File: config.mk
export PLATFORM = sky130hd
export DESIGN_NAME = seq_mul_et
export DESIGN_NICKNAME = d
export VERILOG_FILES = /design/src/rtl/seq_mul_et.sv
export SDC_FILE = /design/constraint.sdc
export NUM_CORES = 1
export LEC_CHECK = 0
export ABC_CLOCK_PERIOD_IN_PS = 5200
export BUFFER_PORTS_ARGS = -buffer_cell sky130_fd_sc_hd__buf_2
export CORE_MARGIN = 1.5
export CORE_UTILIZATION = 25
export DETAILED_ROUTE_END_ITERATION = 8
export SKIP_CTS_REPAIR_TIMING = 1
export SYNTH_ARGS = -nofsm -noshare
export SYNTH_HDL_FRONTEND = slang
export SYNTH_SLANG_ARGS = --single-unit
File: constraint.sdc
create_clock -name in_clk -period 5.2 [get_ports in_clk]
set_clock_uncertainty 0.1 [all_clocks]
set_input_delay 0 -clock in_clk [delete_from_list [all_inputs] [get_ports in_clk]]
set_output_delay 0 -clock in_clk [all_outputs]
set_load 0.01 [all_outputs]
File: src/rtl/seq_mul_et.sv
// Sequential shift-and-add multiplier (unsigned/signed) with early termination and a step-count output.
// Latency: 1 edge when either operand is zero, else msb_index(|b|)+2 edges from accept to out_valid.
// Backpressure: o/out_valid held in DONE until out_ready; in_ready only in IDLE and never during in_rst.
// Optional macro SEQ_MUL_CONST_TIME_EN: fixed WIDTH steps (L = WIDTH+1) for every operand pair.
module seq_mul_et #(
  parameter int WIDTH     = 32,
  parameter int OUT_WIDTH = 2 * WIDTH,
  parameter int CNT_WIDTH = $clog2(WIDTH) + 1
) (
  input  logic                 in_clk,
  input  logic                 in_rst,
  input  logic                 in_valid,
  output logic                 in_ready,
  input  logic                 in_signed,
  input  logic [WIDTH-1:0]     a,
  input  logic [WIDTH-1:0]     b,
  output logic [OUT_WIDTH-1:0] o,
  output logic                 out_valid,
  input  logic                 out_ready,
  output logic [CNT_WIDTH-1:0] steps
);

  typedef enum logic [1:0] {S_IDLE, S_BUSY, S_DONE} state_t;

  state_t                 state_q, state_d;
  logic [WIDTH-1:0]       a_q, a_d;
  logic [WIDTH-1:0]       b_q, b_d;
  logic [OUT_WIDTH-1:0]   acc_q, acc_d;
  logic [CNT_WIDTH-1:0]   cnt_q, cnt_d;
  logic                   neg_q, neg_d;
  logic [OUT_WIDTH-1:0]   o_q, o_d;
  logic [CNT_WIDTH-1:0]   steps_q, steps_d;

  logic                   term;
  logic [OUT_WIDTH-1:0]   addend;
  logic [OUT_WIDTH-1:0]   result;

  // Magnitude of a WIDTH-bit two's-complement value; -2^(WIDTH-1) maps to 2^(WIDTH-1) unsigned.
  function automatic logic [WIDTH-1:0] mag(input logic [WIDTH-1:0] x, input logic sgn);
    mag = (sgn && x[WIDTH-1]) ? ({WIDTH{1'b0}} - x) : x;
  endfunction

  assign in_ready  = (state_q == S_IDLE) && !in_rst;
  assign out_valid = (state_q == S_DONE);
  assign o         = o_q;
  assign steps     = steps_q;

`ifdef SEQ_MUL_CONST_TIME_EN
  // Fixed step count so that timing does not depend on the operand values.
  assign term = (cnt_q == CNT_WIDTH'(WIDTH));
`else
  // Stop as soon as no further partial product can be non-zero.
  assign term = (a_q == '0) || (b_q == '0);
`endif

  assign addend = b_q[0] ? ({{(OUT_WIDTH-WIDTH){1'b0}}, a_q} << cnt_q) : '0;
  assign result = neg_q ? ({OUT_WIDTH{1'b0}} - acc_q) : acc_q;

  // Next-state and datapath update; every target defaults to holding its value.
  always_comb begin
    state_d = state_q;
    a_d     = a_q;
    b_d     = b_q;
    acc_d   = acc_q;
    cnt_d   = cnt_q;
    neg_d   = neg_q;
    o_d     = o_q;
    steps_d = steps_q;
    case (state_q)
      S_IDLE: begin
        if (in_valid && in_ready) begin
          state_d = S_BUSY;
          a_d     = mag(a, in_signed);
          b_d     = mag(b, in_signed);
          neg_d   = in_signed & (a[WIDTH-1] ^ b[WIDTH-1]);
          acc_d   = '0;
          cnt_d   = '0;
        end
      end
      S_BUSY: begin
        if (term) begin
          state_d = S_DONE;
          o_d     = result;
          steps_d = cnt_q;
        end else begin
          acc_d = acc_q + addend;
          b_d   = b_q >> 1;
          cnt_d = cnt_q + CNT_WIDTH'(1);
        end
      end
      S_DONE: begin
        if (out_ready) state_d = S_IDLE;
      end
      default: state_d = S_IDLE;
    endcase
  end

  // State and datapath registers with synchronous reset that aborts any operation.
  always_ff @(posedge in_clk) begin
    if (in_rst) begin
      state_q <= S_IDLE;
      a_q     <= '0;
      b_q     <= '0;
      acc_q   <= '0;
      cnt_q   <= '0;
      neg_q   <= 1'b0;
      o_q     <= '0;
      steps_q <= '0;
    end else begin
      state_q <= state_d;
      a_q     <= a_d;
      b_q     <= b_d;
      acc_q   <= acc_d;
      cnt_q   <= cnt_d;
      neg_q   <= neg_d;
      o_q     <= o_d;
      steps_q <= steps_d;
    end
  end

endmodule
==> flow_metrics.tcl <==
set metrics [dict create \
    start_util 0.2543 \
    r2r-start "cnt_q[1]" \
    htreeDepth 1 \
    syn_area_per_cell_sq_um 7.412 \
    cp.arrival_ps 5360 \
    p_clk_frac 0.417 \
    clk_latency_ps 560 \
    grt_use_total 0.1529 \
    yosysSeqAreaShare 0.2569 \
    final_area_sq_um 19630 \
    synth_edf_count 0 \
    synthCells 2176 \
    grt_pass1_vias 14550 \
    clockRootBuffer "clkbuf_16" \
    leakagePower_uw 0.007867 \
    first_pass_iters 5 \
    crit_type "flop to flop" \
    power.density_nw_per_um2 225.7 \
    seqPwrFrac 0.387 \
    report.final.setup_viol 0 \
    drv_slew 0 \
    avgViaCountPerCell 5.052 \
    core_area_sq_um 63430 \
    final_cell_mix "240 x nor2_1, 226 x nand2_1, 204 x dfxtp_1" \
    cpPeakStageDelay_ps 490 \
    p_int_uw 3107 \
    cp_slowest_cell "mux4_2" \
    dr.first_iter.drc_count 1362 \
    slew_headroom 0.2724 \
    max_cap_viol_count 0 \
    critPathLaunch "cnt_q[1]" \
    grt_pass1_wl_microns 82610 \
    p_sw_frac 0.2985 \
    worst-path-max-fanout 10 \
    comb_power_share 0.196 \
    ant_nets 0 \
    vdd_drop_max_v 0.0002105 \
    clockBufferDepth 3 \
    synth_warnings 0 \
    io_buffer_count 140 \
    cp_data_required_time_ps 5600 \
    end_kind "flop" \
    antenna_found_initial 0 \
    dieWidth_microns 257 \
    vias 16170 \
    async_flop_share 0 \
    crit_chain "buf_4 -> mux2_2 -> mux4_2 -> a22o_1 -> o21ai_0 -> o22ai_1 -> and2_1 -> ha_1 -> and4_1 -> nor2_1 -> o21ai_0 -> a21o_1 -> o211ai_1 -> nand2_1 -> a31oi_1 -> mux2_2 -> or4_1 -> nand3_1" \
    fin_nets 2475 \
    post-route-period-util 0.9530 \
    crit_buf_inv 1 \
    dp_hpwl_microns 40250 \
    critical_path.startpoint_type "flop" \
    switchingPower_uw 1322 \
    dieArea_sq_um 66050 \
    cts_tree "done" \
    hold_violations 0 \
    drive_above_1_share 0.1333 \
    status "complete, no violations" \
    period_needed_ps 4956 \
    syn-cell-area_sq_um 16130 \
    area_growth_pct 21.67 \
    tns_ps 0 \
    place_area_sq_um 17840 \
    die_y_microns 257 \
    synth_nets 2313 \
    clock.fmax_mhz 201.8 \
    rows 92 \
    hp-class "input port to flop" \
    wl_microns 52600 \
    globalplace.congestion 0.9962 \
    numCtsBuffers 25 \
    n_antenna_cell 0 \
    grt_overflow_total 0 \
    yosys_most_used_dff "dfxtp_1" \
    grt_start_max_net_pins 94 \
    drc 0 \
    cts_sinks 207 \
    ys_types 72 \
    holdCritStartpoint "out_ready" \
    clk_pin_slew_ps 60 \
    worstMarginPinSlew_ps 1089 \
    crit_family "compound AO/OA/AOI/OAI gates" \
    io_pins 141 \
    ys_seq_elements 207 \
    rsz0062_at_grt "false" \
    post_drt_wl_per_cell_microns 16.43 \
    layout_commonest_cell "nor2_1" \
]
[cells in the mapped netlist (all sizes together), types with 18 or more instances]
cell      n  area, sq um
nor3     37        185.2
xor2    103        902.1
a21oi   183        915.9
o22ai    22        137.6
nor2b    41        256.5
buf      20        83.82
ha       67        838.3
nand3b   32        240.2
nor4     27        175.2
mux2i    57        570.6
o211ai   21        157.7
o21ai   165        825.8
nor2    246        933.4
dfxtp   207         4144
a211oi   76        570.6
xnor2    68        595.6
a31oi    24        150.1
nand3    61        317.8
and2     24        150.1
nand2   228        858.3
a21o     37        277.8
mux2     22        247.7
o31ai    31        247.7
clkbuf  135        506.7
o41ai    18        195.2
inv      39        146.4
[area by class of cell]
cell class | count | area, sq um
clock buffers | 32 | 671.9
fillers | 6783 | 43800
flip-flops and latches | 207 | 4150
inverters | 40 | 150.1
multi-input cells | 1774 | 11330
repair buffers | 290 | 2085
well taps | 846 | 1059
clock inverters | 12 | 175.2
[path summary, 6_finish.rpt]
check	end	slack, ps	cells after the start
hold / removal	state_q[1]	200	5
hold reg to reg	b_q[1]	360	2
setup / recovery	acc_q[63]	240	18
setup reg to reg	acc_q[63]	240	18
[state kept, by name, indices dropped and copies added (netlist names)]
name / flops
steps: 6
b_q: 32
a_q: 32
neg_q: 1
acc_q: 64
o: 64
state_q: 2
cnt_q: 6
[through the flow]
stage	cells	total power, uW	utilization	hold slack (ps)	worst slack, ps
2_1_floorplan	2176	2274	-	-41.27	78.28
3_3_place_gp	3070	2549	0.2812	197.8	255.1
3_5_place_dp	3070	2550	0.2812	196.3	161.7
4_1_cts	3114	4414	0.2946	-390.8	125.8
5_1_grt	3201	4645	0.3094	214.6	0.2385
6_report	3201	4429	0.3094	195.6	244.1
[layer usage]
metal  track usage  vias up  wire (microns)
met5             0        -               0
met4       0.03480        0            1024
met3       0.01911       77            2562
met2        0.2438      428           23850
met1        0.2179     7450           25170
li1              -     8218               -
[cells by family after synthesis]
logic type                 count (synthesis)  share of synthesized area
and+or+nand+nor                          788                     0.2326
adders and majority gates                 68                    0.05322
xor gates and xnor gates                 171                    0.09286
buffers and inverters                    195                    0.04592
DFF                                      207                     0.2569
muxes                                     86                    0.06051
AOI/OAI and AO/OA                        661                     0.2580
[worst min-delay path: stages]
cell,delay [ps]
dlygate4sd3_1,520
buf_2,100
inv_1,30
a21oi_1,110
nor2_1,40
[power groups by stage]
stage | clock [uW] | combinational, uW | sequential [uW]
floorplan | 0 | 546 | 1730
global placement | 0 | 801 | 1750
detailed placement | 0 | 802 | 1750
CTS | 1890 | 805 | 1710
global route | 1960 | 960 | 1720
finish | 1850 | 868 | 1710
Power figures use the tool's default switching activity.
